[src/rtl/bht_controller.sv]
`timescale 1ns/1ps
// bht_controller
// Branch history table controller: owns ENTRIES 2-bit saturating counters,
// serves one lookup and one resolved-branch update per cycle, sweeps the
// table to INIT_VAL after reset or flush, and keeps saturating statistics.
//
// Ports:
//   clk, rst            clock, synchronous active-high reset
//   flush               re-initialise the table (ignored while rst is high)
//   ready               table valid (READY state)
//   lu_valid, lu_pc     IF-stage lookup request
//   pred_valid/taken    registered prediction (1-cycle latency)
//   upd_valid, upd_pc   EX-stage resolved branch
//   upd_taken           actual outcome
//   upd_mispredict      EX detected a misprediction
//   stat_branches       accepted updates (saturating)
//   stat_mispred        accepted mispredicted updates (saturating)
module bht_controller #(
    parameter int unsigned ENTRIES  = 16,
    parameter int unsigned IDX_W    = 4,
    parameter int unsigned PC_W     = 32,
    parameter logic [1:0]  INIT_VAL = 2'b01,
    parameter int unsigned STAT_W   = 16
) (
    input  logic              clk,
    input  logic              rst,
    input  logic              flush,
    output logic              ready,
    input  logic              lu_valid,
    input  logic [PC_W-1:0]   lu_pc,
    output logic              pred_valid,
    output logic              pred_taken,
    input  logic              upd_valid,
    input  logic [PC_W-1:0]   upd_pc,
    input  logic              upd_taken,
    input  logic              upd_mispredict,
    output logic [STAT_W-1:0] stat_branches,
    output logic [STAT_W-1:0] stat_mispred
);

    typedef enum logic {S_INIT, S_READY} state_e;

    state_e            state_q, state_d;
    logic [IDX_W-1:0]  ptr_q, ptr_d;
    logic [1:0]        cnt_q [ENTRIES];
    logic              pred_valid_q, pred_valid_d;
    logic              pred_taken_q, pred_taken_d;
    logic [STAT_W-1:0] stat_br_q, stat_br_d;
    logic [STAT_W-1:0] stat_mis_q, stat_mis_d;

    logic [IDX_W-1:0]  lu_idx, upd_idx;
    logic [1:0]        upd_old, upd_new;
    logic              wr_en;
    logic [IDX_W-1:0]  wr_idx;
    logic [1:0]        wr_val;

    // PC bits outside the index field do not select an entry.
    logic unused_pc_bits;
    assign unused_pc_bits = ^{lu_pc[PC_W-1:IDX_W+2], lu_pc[1:0],
                              upd_pc[PC_W-1:IDX_W+2], upd_pc[1:0]};

    assign lu_idx  = lu_pc[IDX_W+1:2];
    assign upd_idx = upd_pc[IDX_W+1:2];
    assign upd_old = cnt_q[upd_idx];

    // Saturating counter step.
    always_comb begin
        upd_new = upd_old;
        if (upd_taken) begin
            if (upd_old != 2'b11) upd_new = upd_old + 2'b01;
        end else begin
            if (upd_old != 2'b00) upd_new = upd_old - 2'b01;
        end
    end

    always_comb begin
        state_d      = state_q;
        ptr_d        = ptr_q;
        pred_valid_d = 1'b0;
        pred_taken_d = pred_taken_q;
        stat_br_d    = stat_br_q;
        stat_mis_d   = stat_mis_q;
        wr_en        = 1'b0;
        wr_idx       = ptr_q;
        wr_val       = INIT_VAL;
        case (state_q)
            S_INIT: begin
                if (flush) begin
                    ptr_d = '0;
                end else begin
                    wr_en = 1'b1;
                    ptr_d = ptr_q + IDX_W'(1);
                    if (ptr_q == IDX_W'(ENTRIES - 1)) state_d = S_READY;
                end
            end
            S_READY: begin
                if (flush) begin
                    state_d = S_INIT;
                    ptr_d   = '0;
                end else begin
                    if (upd_valid) begin
                        wr_en  = 1'b1;
                        wr_idx = upd_idx;
                        wr_val = upd_new;
                        if (stat_br_q != '1) stat_br_d = stat_br_q + STAT_W'(1);
                        if (upd_mispredict && (stat_mis_q != '1))
                            stat_mis_d = stat_mis_q + STAT_W'(1);
                    end
                    if (lu_valid) begin
                        pred_valid_d = 1'b1;
                        // Same-index update this cycle: forward the new value.
                        if (upd_valid && (upd_idx == lu_idx))
                            pred_taken_d = upd_new[1];
                        else
                            pred_taken_d = cnt_q[lu_idx][1];
                    end
                end
            end
            default: begin
                state_d = S_INIT;
                ptr_d   = '0;
            end
        endcase
    end

    always_ff @(posedge clk) begin
        if (rst) begin
            state_q      <= S_INIT;
            ptr_q        <= '0;
            pred_valid_q <= 1'b0;
            pred_taken_q <= 1'b0;
            stat_br_q    <= '0;
            stat_mis_q   <= '0;
        end else begin
            state_q      <= state_d;
            ptr_q        <= ptr_d;
            pred_valid_q <= pred_valid_d;
            pred_taken_q <= pred_taken_d;
            stat_br_q    <= stat_br_d;
            stat_mis_q   <= stat_mis_d;
        end
    end

    // Counter array has no reset; the INIT sweep defines its contents.
    always_ff @(posedge clk) begin
        if (!rst && wr_en) cnt_q[wr_idx] <= wr_val;
    end

    assign ready         = (state_q == S_READY);
    assign pred_valid    = pred_valid_q;
    assign pred_taken    = pred_taken_q;
    assign stat_branches = stat_br_q;
    assign stat_mispred  = stat_mis_q;

endmodule

[config.mk]
export PLATFORM = sky130hd
export DESIGN_NAME = bht_controller
export DESIGN_NICKNAME = d
export VERILOG_FILES = /design/src/rtl/bht_controller.sv
export SDC_FILE = /design/constraint.sdc
export NUM_CORES = 1
export LEC_CHECK = 0
export BUFFER_PORTS_ARGS = -buffer_cell sky130_fd_sc_hd__buf_2
export CORE_MARGIN = 3
export CORE_UTILIZATION = 46
export CTS_CLUSTER_SIZE = 28
export DETAILED_ROUTE_END_ITERATION = 12
export PLACE_DENSITY = 0.78
export SYNTH_ARGS = -nofsm -noshare
export SYNTH_HDL_FRONTEND = slang
export SYNTH_SLANG_ARGS = --single-unit
[constraint.sdc]
create_clock -name clk -period 2.5 [get_ports clk]
set_clock_uncertainty 0.1 [all_clocks]
set_input_delay 0.5 -clock clk [delete_from_list [all_inputs] [get_ports clk]]
set_output_delay 0.5 -clock clk [all_outputs]
set_load 0.03 [all_outputs]
==> metrics.yaml, run 1 <==
floorplanning:
  ios: 106
  die_area_um2: 8668
  fp.coreArea_um2: 7292
  initial_core_util_pct: 47.86
  dieWidth_um: 93.10
  rows: 31
  die_h_um: 93.10
route:
  drt_pass1_iterations: 4
  vias: 2681
  route.detailed.drc: 0
  drtAntennaViolNets: 0
  wl_per_cell_um: 15.68
  drtIter0Drc: 153
  routed_wl_um: 7559
  avgViaCountPerCell: 5.562
synthesis:
  synth_warnings: 0
  synthMostInstantiatedCell: "nor2_1"
  synth_edf_count: 32
  synth_common_cells: "53 x nor2_1, 39 x dfxtp_1, 32 x edfxtp_1"
  synthFlopType: "dfxtp_1"
  synth_seq_cells: 71
  ys_types: 54
  ys_seq_area_share_pct: 49.91
  async_reset_ff_share_pct: 0
  syn_inst: 321
  synth_nets: 395
  synth_top_area_share_pct: 27.54
  yosysTopAreaCell: "edfxtp_1"
  avgSynthCellArea_um2: 10.87
  syn_area_um2: 3490
  synthTopCellsByArea: "edfxtp_1 28%, dfxtp_1 22%, mux4_2 5.8%"
hold_path:
  min_path_cells: 3
  hold_end: "pred_taken"
  hold_class: "in -> reg"
  worstHoldStart: "upd_taken"
timing:
  setup_ws_ns: 0.1365
  max_freq_mhz: 423.1
  finalSetupViolCount: 0
  fin_crit_ns: 2.363
  relSlewSlack_pct: 36.86
  grt_setup_unrepaired: "no"
  maxSlewViolCount: 0
  worst_pin_slew_ns: 0.9353
  finalHoldViolCount: 0
  period_share_pct: 94.54
power_and_ir_drop:
  ir_drop_mv: 0.2328
  power.leakage_nw: 1.604
  p_total_mw: 2.179
  p_comb_share_pct: 4.7
  switching_share_pct: 22.42
  pwr-share-clk_pct: 40.0
  power_frac_seq_pct: 55.4
  cell_internal_pwr_mw: 1.691
  power.density_nw_per_um2: 534.3
  p_sw_mw: 0.4885
worst_setup_path:
  arrival_ns: 2.35
  crit_path_start_kind: "primary input"
  end_kind: "flip-flop"
  r2r_slack_ns: 0.23
  reg2reg_from: "cnt_q[4][0]"
  cp_max_fo: 16
  cp.required_ns: 2.49
  worst_r2r_path_depth: 6
  crit_type: "in -> reg"
  worstReg2RegEnd: "cnt_q[15][0]"
clock_network:
  clk_pin_slew_ns: 0.08
  holdBufCountCts: 0
  cts_buffers: 9
  cts_root_buf: "clkbuf_8"
  cts.sinks: 71
  clockBufferDepth: 2
  cts-resized-gates: 0
  post_cts_buffers: 0
  ctsHtreeMaxLevel: 3
  cts_tree: "done"
  clock_latency_ns: 0.34
place:
  hpwl_um: 5493
  place_congestion: 0.8017
  port-buffer-count: 49
  pre_cts_slack_ns: -0.2121
cells_and_area:
  fill_cells: 647
  final_util_pct: 55.94
  drive_gt1_share_pct: 24.28
  nNetsFinal: 452
  n_antenna_cell: 0
  syn_to_final_growth_pct: 16.89
global_route:
  antenna_found_initial: 0
  grt_overflow: 0
  track_usage_pct: 18.00
  grt_pass1_wl_um: 12230
  grt_pass1_vias: 2510
  grt_max_degree: 36
status:
  status: "finished clean"
run:
  cap_violations: 0
[worst max-delay path: stages]
cell     delay [ns]
buf_2          0.21
buf_4          0.23
mux4_2         0.51
a22o_1         0.29
nor4b_1        0.36
a21oi_2        0.09
buf_12         0.16
[worst max path at each step]
stage	endpoint	slack, ns	start	depth (start not counted)
final	cnt_q[15][0]	0.14	upd_pc[2]	7
after global routing	cnt_q[15][0]	0.04	upd_pc[2]	7
after CTS	cnt_q[15][0]	0.14	upd_pc[2]	7
after detailed placement	cnt_q[1][0]	-0.21	upd_pc[2]	7
after global placement	cnt_q[2][0]	-0.19	upd_pc[2]	7
after floorplan	cnt_q[0][1]	0.02	upd_pc[2]	7
[power by group through the flow]
stage                     registers (mW)  logic (mW)  clock network (mW)
after floorplan                     1.23      0.0661                   0
after global placement              1.23      0.0986                   0
after detailed placement            1.23       0.101                   0
after CTS                           1.21       0.101               0.886
after global routing                1.21       0.110               0.942
final                               1.21       0.101               0.871
[stage by stage]
stage,hold WS (ns),area [µm²],instances,setup TNS [ns]
final,0.3395,4079,482,0
after detailed placement,0.3911,3887,466,-6.329
after global placement,0.3508,3887,466,-5.318
after floorplan,0.4019,3493,321,0
after CTS,0.3297,4079,482,0
after global routing,0.3338,4079,482,0
[cells in the final DEF, fill, tap and decap left out, drive strengths merged, types with 6 or more instances in the layout]
cell type   n
a21oi      10
a31oi       6
buf        61
clkbuf     11
dfxtp      39
edfxtp     32
inv         6
mux2i       8
mux4       12
nand2      18
nand3      11
nor2       53
o21ai       6
xnor2      18
xor2       12
[final cells by class]
class	count	area [µm²]	area share (%)
tap	99	123.9	3.037
clock inverter	5	28.78	0.7055
sequential	71	1742	42.70
timing repair buffer	61	347.8	8.528
clock buffer	11	162.7	3.988
inverter	5	18.77	0.4601
multi-input combinational	230	1655	40.58
[kinds of logic after synthesis]
logic type,after synthesis,synth area share [%]
compound gates,47,9.430
xor+xnor,30,7.530
fa+ha+maj,3,1.076
buf+inv,20,2.761
flops,71,49.91
mux,20,10.36
simple gates,130,18.93
[metal layers]
layer	wire length (µm)	GRT usage, %	up-vias
li1	-	-	1306
met5	0	0	-
met3	354	4.425	4
met4	73	5.495	0
met1	3310	23.47	1290
met2	3820	29.63	81
[flip-flops by register name, summed over array words and instances (netlist names)]
register,count
ready,1
stat_branches,16
stat_mispred,16
pred_taken,1
ptr_q,4
pred_valid,1
cnt_q,32
No activity file was read; power rests on OpenSTA's default activity.
==> run 2: changes to the inputs <==
--- a/config.mk
+++ b/config.mk
@@ -7,10 +7,11 @@
 export LEC_CHECK = 0
 export BUFFER_PORTS_ARGS = -buffer_cell sky130_fd_sc_hd__buf_2
 export CORE_MARGIN = 3
-export CORE_UTILIZATION = 46
+export CORE_UTILIZATION = 35
 export CTS_CLUSTER_SIZE = 28
 export DETAILED_ROUTE_END_ITERATION = 12
-export PLACE_DENSITY = 0.78
+export GPL_TIMING_DRIVEN = 0
+export PLACE_DENSITY = 0.62
 export SYNTH_ARGS = -nofsm -noshare
 export SYNTH_HDL_FRONTEND = slang
 export SYNTH_SLANG_ARGS = --single-unit
==> run 2 against run 1 <==
Net effect:
- worst setup slack lost 0.086 ns
- clock power grew 4.5%
- global-route usage decreased by 3.7 points
- combinational power about the same
- highest routed layer unchanged
- utilization fell by 12 points
- wire length increased by 1.7%
- sequential power is essentially flat
- non-clock buffer count increased by 2
- sequential share of layout area decreased by 0.59 points
- design area up 1.4%
==> metrics.yaml, run 2 (synthesis results as in run 1) <==
worst_setup_path:
  crit_family: "simple AND/OR/NAND/NOR gates"
  cp_max_fo: 13  # -3
  end_kind: "flip-flop"
  arrival_ns: 2.44  # +0.09 ns
  slowest_delay_ns: 0.56  # +0.05 ns
  cp.required_ns: 2.49  # about the same
  slowest_stage: "nor4b_1"
  crit_type: "in -> reg"
  crit_buf_inv: 3  # unchanged
  crit_chain: "buf_6, buf_4, mux4_2, a22o_1, nor4b_1, a21oi_4, buf_12"
  crit_path_start_kind: "primary input"
cells_and_area:
  fill_cells: 931  # +44%
  mostFrequentLayoutCell: "nor2_1"
  regMostFlops: "cnt_q"
  final_util_pct: 43.73  # -12 points
  multi_input_area_um2: 1680  # +1.5%
  regArea_um2: 1742  # unchanged
  final_cell_mix: "53 x nor2_1, 48 x buf_2, 39 x dfxtp_1"
  syn_to_final_growth_pct: 18.54
  n_antenna_cell: 0  # unchanged
  drive_gt1_share_pct: 22.86  # -1.4 points
  fin_cells: 514  # +6.6%
  nNetsFinal: 454  # +0.44%
  largest_reg_flops: 32  # unchanged
timing:
  period_share_pct: 97.99  # +3.5 points
  max_freq_mhz: 408.2  # -3.5%
  grt_setup_unrepaired: "yes"
  worst_pin_slew_ns: 1.026  # +0.09095 ns
  maxSlewViolCount: 0  # unchanged
  finalHoldViolCount: 0  # unchanged
  fin_crit_ns: 2.450  # +0.08638 ns
  finalSetupViolCount: 0  # unchanged
  tns_ns: 0  # unchanged
  relSlewSlack_pct: 30.72  # -6.1 points
clock_network:
  clk_pin_slew_ns: 0.08  # about the same
  cts.sinks: 71  # unchanged
  cts_root_buf: "clkbuf_8"
  clockBufferDepth: 2  # unchanged
  holdBufCountCts: 0  # unchanged
  ctsHtreeMaxLevel: 3  # unchanged
  cts_tree: "done"
  clock_latency_ns: 0.34  # about the same
  cts_buffers: 9  # unchanged
power_and_ir_drop:
  p_total_mw: 2.218  # +1.8%
  power.leakage_nw: 1.584  # -1.2%
  ir_drop_mv: 0.2014  # -13%
  power.density_nw_per_um2: 536.1  # +0.34%
status:
  status: "finished clean"
route:
  avgViaCountPerCell: 5.115  # -8.0%
  drt_pass1_iterations: 4  # unchanged
  vias: 2629  # -1.9%
  route.detailed.drc: 0  # unchanged
  drtIter0Drc: 149  # -2.6%
  wl_per_cell_um: 14.96  # -4.6%
  drtAntennaViolNets: 0  # unchanged
  routed_wl_um: 7687  # +1.7%
floorplanning:
  dieWidth_um: 105.9  # +14%
  die_h_um: 105.9  # +14%
  ios: 106  # unchanged
  rows: 35  # +13%
  die_area_um2: 11200  # +29%
  fp.coreArea_um2: 9459  # +30%
  initial_core_util_pct: 36.89  # -11 points
global_route:
  antenna_found_initial: 0  # unchanged
  grt_overflow: 0  # unchanged
  grt_pass1_vias: 2580  # +2.8%
  grt_pass1_wl_um: 12850  # +5.1%
  grt_max_degree: 17  # -53%
  track_usage_pct: 14.29  # -3.7 points
hold_path:
  hold_class: "in -> reg"
place:
  placed_cells: 496  # +6.4%
  hpwl_um: 5608  # +2.1%
  port-buffer-count: 46  # -6.1%
  place_congestion: 0.7549  # -5.8%
run:
  cap_violations: 0  # unchanged
==> run 2: cell types whose count changed in the layout (fill, tap and decap cells not counted), sizes merged <==
cell and change:
clkinv +2, bufinv +1, inv -1, buf -8, clkbuf +8
==> run 2: per-layer routing <==
layer	up-vias	GRT usage (%)	part of all wire, %	wire length (µm)
met4	0	4.348	1.0	79
met1	1255	19.66	47	3603
li1	1309	-	-	-
met2	58	22.04	46	3574
met3	7	3.797	5.6	428
met5	-	0	0	0
==> run 2: worst min-delay path: cells and delay by family <==
kind,cells,cell delay (ns)
AND/OR/NAND/NOR,2,0.14
buffers and inverters,1,0.12
==> run 2: area by class of cell <==
cell class	count	share of cell area, %
multi-input combinational	230	40.62
timing repair buffer	48	6.231
clock inverter	7	1.785
sequential	71	42.11
buffer	15	1.906
inverter	5	0.4537
clock buffer	9	2.995
tap	129	3.902
==> run 2: metrics by stage <==
stage	setup WS, ns	hold WS [ns]	cell area [µm²]
3_5_place_dp	-0.5912	0.3712	3885
5_1_grt	-0.06723	0.3413	4136
4_1_cts	0.03050	0.3224	4094
2_1_floorplan	0.02229	0.4019	3493
6_report	0.05013	0.3446	4136
3_3_place_gp	-0.4576	0.3600	3885
==> run 2: repair_timing <==
| item | CTS | global route |
|---|---|---|
| gates cloned | 0 | 0 |
| resized for setup | 2 | 4 |
| buffers inserted | 0 | 2 |
| endpoints found under the setup margin | 32 | 58 |
| pin swaps | 0 | 1 |
==> run 2: where the power goes <==
| group | total, mW | internal [mW] | switching (mW) | leakage, nW |
|---|---|---|---|---|
| Sequential | 1.21 | 1.20 | 0.00240 | 0.660 |
| Clock | 0.910 | 0.462 | 0.448 | 0.0992 |
| Combinational | 0.101 | 0.0419 | 0.0587 | 0.825 |
==> run 2: final timing paths <==
path	start	to	slack [ns]	cells after the start
max	upd_pc[2]	cnt_q[7][0]	0.05	7
min	upd_taken	pred_taken	0.34	3
max reg2reg	cnt_q[15][0]	cnt_q[7][1]	0.11	4
min reg2reg	pred_taken	pred_taken	0.38	2
